## src/rtl/uart_rx_if.sv

```systemverilog
// rtl/uart_rx_if.sv - serial line and received-byte signals of the UART receiver
interface uart_rx_if;
  logic       rx_in;
  logic [7:0] data_out;
  logic       valid_out;
  logic       frame_err_out;
  logic       busy_out;

  // Line driver / byte consumer side.
  modport master (
    output rx_in,
    input  data_out,
    input  valid_out,
    input  frame_err_out,
    input  busy_out
  );

  // Receiver side.
  modport slave (
    input  rx_in,
    output data_out,
    output valid_out,
    output frame_err_out,
    output busy_out
  );
endinterface

```

## src/rtl/uart_rx.sv

```systemverilog
// rtl/uart_rx.sv - 8N1 UART receiver with mid-bit sampling and one-cycle byte strobe
module uart_rx #(
  parameter int CLK_HZ = 100_000_000,
  parameter int BAUD   = 115_200
) (
  input  logic     clk_in,
  input  logic     rst_in,
  uart_rx_if.slave bus
);

  localparam int BAUD_DIV = CLK_HZ / BAUD;
  localparam int HALF_DIV = BAUD_DIV / 2;
  localparam int CNT_W    = $clog2(BAUD_DIV);

  // Counter starts at 0 on the cycle after a transition, so the sample
  // lands on count N-1 to hit exactly N cycles after the transition cycle.
  localparam logic [CNT_W-1:0] CNT_LAST = CNT_W'(BAUD_DIV - 1);
  localparam logic [CNT_W-1:0] CNT_HALF = CNT_W'(HALF_DIV - 1);

  typedef enum logic [2:0] {
    ST_IDLE,
    ST_START,
    ST_DATA,
    ST_STOP,
    ST_WAIT_HIGH
  } state_t;

  logic             rx_meta;
  logic             rx_s;
  state_t           state;
  state_t           state_d;
  logic [CNT_W-1:0] cnt;
  logic [CNT_W-1:0] cnt_d;
  logic [CNT_W-1:0] cnt_inc;
  logic [2:0]       bit_idx;
  logic [2:0]       bit_idx_d;
  logic [7:0]       shift_q;
  logic [7:0]       shift_d;
  logic [7:0]       data_q;
  logic [7:0]       data_d;
  logic             valid_q;
  logic             valid_d;
  logic             ferr_q;
  logic             ferr_d;

  // Two-flop synchroniser; resets to the idle-high line level.
  always_ff @(posedge clk_in) begin
    if (rst_in) begin
      rx_meta <= 1'b1;
      rx_s    <= 1'b1;
    end else begin
      rx_meta <= bus.rx_in;
      rx_s    <= rx_meta;
    end
  end

  // Saturating increment keeps the counter within 0..BAUD_DIV-1.
  assign cnt_inc = (cnt < CNT_LAST) ? cnt + CNT_W'(1) : cnt;

  // Next-state, counter, shift register and strobe decode.
  always_comb begin
    state_d   = state;
    cnt_d     = cnt;
    bit_idx_d = bit_idx;
    shift_d   = shift_q;
    data_d    = data_q;
    valid_d   = 1'b0;
    ferr_d    = 1'b0;
    case (state)
      ST_IDLE: begin
        cnt_d = '0;
        if (!rx_s) begin
          state_d   = ST_START;
          bit_idx_d = 3'd0;
        end
      end
      ST_START: begin
        if (cnt == CNT_HALF) begin
          cnt_d     = '0;
          bit_idx_d = 3'd0;
          // A line already back high at mid start bit was a glitch.
          state_d   = rx_s ? ST_IDLE : ST_DATA;
        end else begin
          cnt_d = cnt_inc;
        end
      end
      ST_DATA: begin
        if (cnt == CNT_LAST) begin
          cnt_d            = '0;
          shift_d[bit_idx] = rx_s;
          if (bit_idx == 3'd7) begin
            state_d = ST_STOP;
          end else begin
            bit_idx_d = bit_idx + 3'd1;
          end
        end else begin
          cnt_d = cnt_inc;
        end
      end
      ST_STOP: begin
        if (cnt == CNT_LAST) begin
          cnt_d = '0;
          if (rx_s) begin
            data_d  = shift_q;
            valid_d = 1'b1;
            state_d = ST_IDLE;
          end else begin
            ferr_d  = 1'b1;
            state_d = ST_WAIT_HIGH;
          end
        end else begin
          cnt_d = cnt_inc;
        end
      end
      ST_WAIT_HIGH: begin
        // Hold off re-arming while the line sits in break / stuck low.
        cnt_d = '0;
        if (rx_s) begin
          state_d = ST_IDLE;
        end
      end
      default: begin
        cnt_d   = '0;
        state_d = ST_IDLE;
      end
    endcase
  end

  // State, datapath and registered strobe outputs.
  always_ff @(posedge clk_in) begin
    if (rst_in) begin
      state   <= ST_IDLE;
      cnt     <= '0;
      bit_idx <= 3'd0;
      shift_q <= 8'h00;
      data_q  <= 8'h00;
      valid_q <= 1'b0;
      ferr_q  <= 1'b0;
    end else begin
      state   <= state_d;
      cnt     <= cnt_d;
      bit_idx <= bit_idx_d;
      shift_q <= shift_d;
      data_q  <= data_d;
      valid_q <= valid_d;
      ferr_q  <= ferr_d;
    end
  end

  assign bus.data_out      = data_q;
  assign bus.valid_out     = valid_q;
  assign bus.frame_err_out = ferr_q;
  assign bus.busy_out      = (state != ST_IDLE);

endmodule

```

## src/flat_wrapper.sv

```systemverilog
// flat-port wrapper written by rule: the top's interface ports become plain ports
module uart_rx_flat 
#(
  parameter int CLK_HZ = 100_000_000,
  parameter int BAUD   = 115_200
)
  (clk_in, rst_in, bus_rx_in, bus_data_out, bus_valid_out, bus_frame_err_out, bus_busy_out);
  uart_rx_if bus_i ();
  input  logic clk_in;
  input  logic rst_in;
  input wire logic [$bits(bus_i.rx_in)-1:0] bus_rx_in;
  output wire logic [$bits(bus_i.data_out)-1:0] bus_data_out;
  output wire logic [$bits(bus_i.valid_out)-1:0] bus_valid_out;
  output wire logic [$bits(bus_i.frame_err_out)-1:0] bus_frame_err_out;
  output wire logic [$bits(bus_i.busy_out)-1:0] bus_busy_out;
  assign bus_i.rx_in = bus_rx_in;
  assign bus_data_out = bus_i.data_out;
  assign bus_valid_out = bus_i.valid_out;
  assign bus_frame_err_out = bus_i.frame_err_out;
  assign bus_busy_out = bus_i.busy_out;
  uart_rx #(.CLK_HZ(CLK_HZ), .BAUD(BAUD)) u_core (.clk_in(clk_in), .rst_in(rst_in), .bus(bus_i));
endmodule
```

## config.mk

```make
export PLATFORM = sky130hd
export DESIGN_NAME = uart_rx_flat
export DESIGN_NICKNAME = d
export VERILOG_FILES = /design/src/rtl/uart_rx_if.sv /design/src/rtl/uart_rx.sv /design/src/flat_wrapper.sv
export SDC_FILE = /design/constraint.sdc
export NUM_CORES = 1
export LEC_CHECK = 0
export BUFFER_PORTS_ARGS = -buffer_cell sky130_fd_sc_hd__buf_4
export CELL_PAD_IN_SITES_DETAIL_PLACEMENT = 1
export CELL_PAD_IN_SITES_GLOBAL_PLACEMENT = 1
export CORE_MARGIN = 5
export CORE_UTILIZATION = 47
export CTS_BUF_LIST = sky130_fd_sc_hd__clkbuf_8
export CTS_CLUSTER_DIAMETER = 80
export DETAILED_ROUTE_END_ITERATION = 6
export GPL_TIMING_DRIVEN = 1
export PLACE_DENSITY_LB_ADDON = 0.1
export SYNTH_ARGS = -nofsm -noshare
export SYNTH_HDL_FRONTEND = slang
export SYNTH_SLANG_ARGS = --single-unit
```

## constraint.sdc

```tcl
create_clock -name clk_in -period 2.4 [get_ports clk_in]
set_input_delay 0.36 -clock clk_in [delete_from_list [all_inputs] [get_ports clk_in]]
set_output_delay 0.36 -clock clk_in [all_outputs]
set_load 0.01 [all_outputs]
```

==> metrics.txt <==
# TYPE chip_impl_metric gauge
chip_impl_info{name="run_status",value="complete, no violations"} 1
chip_impl_metric{name="first_global_vias",unit=""} 1485
chip_impl_metric{name="synth_unique_cells",unit=""} 37
chip_impl_metric{name="power-per-cell-area",unit="mW/mm²"} 579
chip_impl_metric{name="synthesis.instances",unit=""} 196
chip_impl_metric{name="drtIter0Drc",unit=""} 95
chip_impl_metric{name="finalMaxSlewViolations",unit=""} 0
chip_impl_metric{name="globalplace.congestion",unit=""} 0.774
chip_impl_metric{name="wl_per_cell",unit="µm"} 14.3
chip_impl_metric{name="tightest_slew",unit="ns"} 0.789
chip_impl_metric{name="dpl_cell_area",unit="mm²"} 0.00187
chip_impl_info{name="cts_tree",value="done"} 1
chip_impl_metric{name="slowest_delay",unit="ns"} 0.52
chip_impl_metric{name="h-tree-depth",unit=""} 2
chip_impl_metric{name="die_h",unit="µm"} 70.3
chip_impl_metric{name="grt_antenna_before_repair",unit=""} 0
chip_impl_metric{name="post-cts-setup-buffer-count",unit=""} 0
chip_impl_metric{name="vias_per_cell",unit=""} 5.38
chip_impl_metric{name="cp.depth",unit=""} 6
chip_impl_metric{name="final.min_clock_period",unit="ns"} 2.24
chip_impl_metric{name="final_antenna_net_count",unit=""} 0
chip_impl_metric{name="dieArea",unit="mm²"} 0.00495
chip_impl_metric{name="initial_core_util",unit=""} 0.475
chip_impl_metric{name="critPathBufInv",unit=""} 0
chip_impl_metric{name="final.fill_count",unit=""} 423
chip_impl_metric{name="maxSlewHeadroom",unit=""} 0.471
chip_impl_metric{name="pin_count",unit=""} 14
chip_impl_metric{name="total_via_count_in_the_routed_design",unit=""} 1400
chip_impl_metric{name="grt_util_met1",unit=""} 0.185
chip_impl_metric{name="critical_path_arrival",unit="ns"} 2.45
chip_impl_metric{name="final.period_utilization",unit=""} 0.933
chip_impl_metric{name="worst-r2r-cell-count",unit=""} 6
chip_impl_metric{name="cts.sinks",unit=""} 36
chip_impl_metric{name="cts_hold_repair.buffers",unit=""} 0
chip_impl_metric{name="syn-mean-instance-area",unit="µm²"} 8.73
chip_impl_metric{name="detailed_place_hpwl",unit="µm"} 2710
chip_impl_metric{name="buffer_ports.inserted",unit=""} 13
chip_impl_metric{name="grt_start_max_net_pins",unit=""} 29
chip_impl_metric{name="global_route.overflow_total",unit=""} 0
chip_impl_metric{name="post_cts_resize_count",unit=""} 0
chip_impl_metric{name="finalNetCount",unit=""} 218
chip_impl_metric{name="globalRouteMet2Util",unit=""} 0.264
chip_impl_metric{name="final_non_filler_cells",unit=""} 260
chip_impl_metric{name="post-route-util",unit=""} 0.548
chip_impl_metric{name="timing.critical_path.fanout_max",unit=""} 7
chip_impl_metric{name="clk_path_buf_depth",unit=""} 2
chip_impl_metric{name="clkTransAtPathRegs",unit="ns"} 0.07
chip_impl_metric{name="syn-cell-area",unit="mm²"} 0.00171
chip_impl_metric{name="core-area",unit="mm²"} 0.00361
chip_impl_metric{name="final_setup_violation_count",unit=""} 0
chip_impl_metric{name="drt_wl_total",unit="µm"} 3710
chip_impl_info{name="timing.critical_path.from_type",value="register"} 1
chip_impl_metric{name="worst_skew_pair.late_latency",unit="ns"} 0.29
chip_impl_info{name="critPathTopFamily",value="simple AND/OR/NAND/NOR gates"} 1
chip_impl_info{name="worst_path_max_delay_cell",value="or4b_4"} 1
chip_impl_info{name="rsz0062_at_grt",value="no"} 1
chip_impl_metric{name="hold_slack",unit="ns"} 0.264
chip_impl_metric{name="critical_path_data_required_time",unit="ns"} 2.61
chip_impl_info{name="cp-end-kind",value="register"} 1
chip_impl_metric{name="drive_gt1_frac",unit=""} 0.165
chip_impl_metric{name="finalInstanceArea",unit="mm²"} 0.00197
chip_impl_metric{name="static-leakage-power",unit="nW"} 0.682
chip_impl_info{name="type_of_the_worst_setup_path",value="register to register"} 1
chip_impl_metric{name="synth-seq-area-share",unit=""} 0.421
chip_impl_info{name="worst_hold_path_type",value="input pin to register"} 1
chip_impl_metric{name="cts-buffers-inserted",unit=""} 5
chip_impl_info{name="global_route_hottest_layer",value="met2"} 1
chip_impl_info{name="launch_point_of_the_worst_reg_to_reg_path",value="u_core.cnt[0]$_SDFF_PP0_"} 1
chip_impl_metric{name="placedCellCount",unit=""} 252
chip_impl_info{name="worst_hold_startpoint",value="bus_rx_in"} 1
chip_impl_metric{name="std_cell_rows",unit=""} 22
chip_impl_metric{name="syn_to_final_growth",unit="%"} 15.4
chip_impl_metric{name="synth_nets",unit=""} 203
chip_impl_metric{name="final.setup.tns",unit="ns"} 0
chip_impl_info{name="critical_path.startpoint",value="u_core.cnt[0]$_SDFF_PP0_"} 1
chip_impl_info{name="clock-root-buffer",value="clkbuf_8"} 1
chip_impl_metric{name="hold_violations",unit=""} 0
chip_impl_metric{name="die_width",unit="µm"} 70.3
chip_impl_metric{name="ys_ff_latch",unit=""} 36
chip_impl_metric{name="drt_pre_antenna_iters",unit=""} 4
chip_impl_metric{name="power.ir.vdd_worst",unit="V"} 0.000492
chip_impl_metric{name="route.detailed.drc",unit=""} 0
chip_impl_metric{name="whs_path_depth",unit=""} 2
chip_impl_metric{name="grtUsageTotal",unit=""} 0.159
chip_impl_metric{name="maxClockFrequency",unit="MHz"} 446
chip_impl_metric{name="grt_pass1_wl",unit="µm"} 6380
chip_impl_info{name="cp_cell_sequence",value="ha_1 -> or4b_4 -> nor3_2 -> o22ai_2 -> or4_1 -> a21oi_1"} 1
chip_impl_metric{name="skew",unit="ns"} 0.00547
chip_impl_metric{name="number_of_warnings_reported_in_the_yosys_synthesis_log",unit=""} 0
chip_impl_metric{name="antenna-diode-count",unit=""} 0
chip_impl_metric{name="grtUsageMet3",unit=""} 0.0489
chip_impl_metric{name="max-cap-violations",unit=""} 0
cell families after synthesis:
family	share of synthesized area
AOI/OAI and AO/OA	0.0936
xor gates and xnor gates	0.0460
adders and majority gates	0.0292
buffers and inverters	0.0300
DFF	0.421
muxes	0.0702
and+or+nand+nor	0.310
synthesized netlist by cell type (all sizes together):
cell	count	area, µm²
mux2i	12	120
or2	2	12.5
nor4	4	61.3
o22a	2	17.5
xnor2	4	35.0
o31ai	1	7.51
or4b	3	37.5
clkbuf	7	26.3
or4	3	22.5
nand3	11	55.1
dfxtp	36	721
o22ai	2	18.8
nor3	3	20.0
o211ai	1	7.51
nand4	4	25.0
o32ai	1	8.76
or4bb	1	11.3
buf	3	13.8
nor2b	4	25.0
nor3b	2	20.0
nor2	30	113
a21oi	14	70.1
nand2b	7	43.8
and3	1	6.26
inv	3	11.3
ha	4	50.1
nand2	19	71.3
o21ai	6	30.0
xor2	5	43.8
or3	1	6.26
metrics by stage:
step	setup WS [ns]	power (mW)
4_1_cts	0.156	1.16
3_5_place_dp	0.175	0.644
6_report	0.160	1.14
3_3_place_gp	0.290	0.643
2_1_floorplan	0.351	0.635
5_1_grt	0.00816	1.19
power by group:
part / internal [mW] / leakage, nW / switching, mW
clock network: 0.304 / 0.0593 / 0.210
logic: 0.0119 / 0.332 / 0.0149
registers: 0.599 / 0.290 / 0.00455
registers in the layout, summed over array words and instances (netlist names):
register,cells
u_core.cnt,10
u_core.bus.data_out,8
u_core.shift_q,8
u_core.bit_idx,3
u_core.state,3
u_core.bus.frame_err_out,1
u_core.bus.valid_out,1
u_core.rx_meta,1
u_core.rx_s,1
worst paths after layout:
path	slack (ns)	to
setup / recovery	0.16	u_core.state[2]$_SDFFE_PP0P_
hold / removal	0.26	u_core.rx_meta$_SDFF_PP1_
setup reg to reg	0.16	u_core.state[2]$_SDFFE_PP0P_
hold reg to reg	0.42	u_core.rx_s$_SDFF_PP1_
cell usage in the layout, fill, tap and decap left out, types with 2 or more instances in the layout:
master and instances:
nor4_4 2, or2_2 2, nor3_1 2, nand2_1 19, clkbuf_8 5, nor2b_1 4, nor2_1 30, nand4_1 4
dfxtp_1 36, nand2b_1 7, mux2i_1 12, o22a_1 2, ha_1 4, buf_4 18, a21oi_1 14, or4_1 3
inv_1 4, o21ai_0 6, or4b_4 2, xor2_1 5, xnor2_1 4, nand3_1 11
routing by layer:
layer / share of wire / vias up
met4: 0.015 / 0
met5: 0 / -
met3: 0.030 / 7
li1: - / 708
met1: 0.46 / 668
met2: 0.49 / 17
area by class of cell:
| type | instances | area, µm² | share of cell area |
|---|---|---|---|
| multi-input cells | 147 | 940 | 0.476 |
| flip-flops and latches | 36 | 721 | 0.365 |
| repair buffers | 18 | 135 | 0.0684 |
| clock buffers | 5 | 68.8 | 0.0349 |
| well taps | 48 | 60.1 | 0.0304 |
| clock inverters | 3 | 38.8 | 0.0196 |
| inverters | 3 | 11.3 | 0.00570 |
Power figures use the tool's default switching activity.
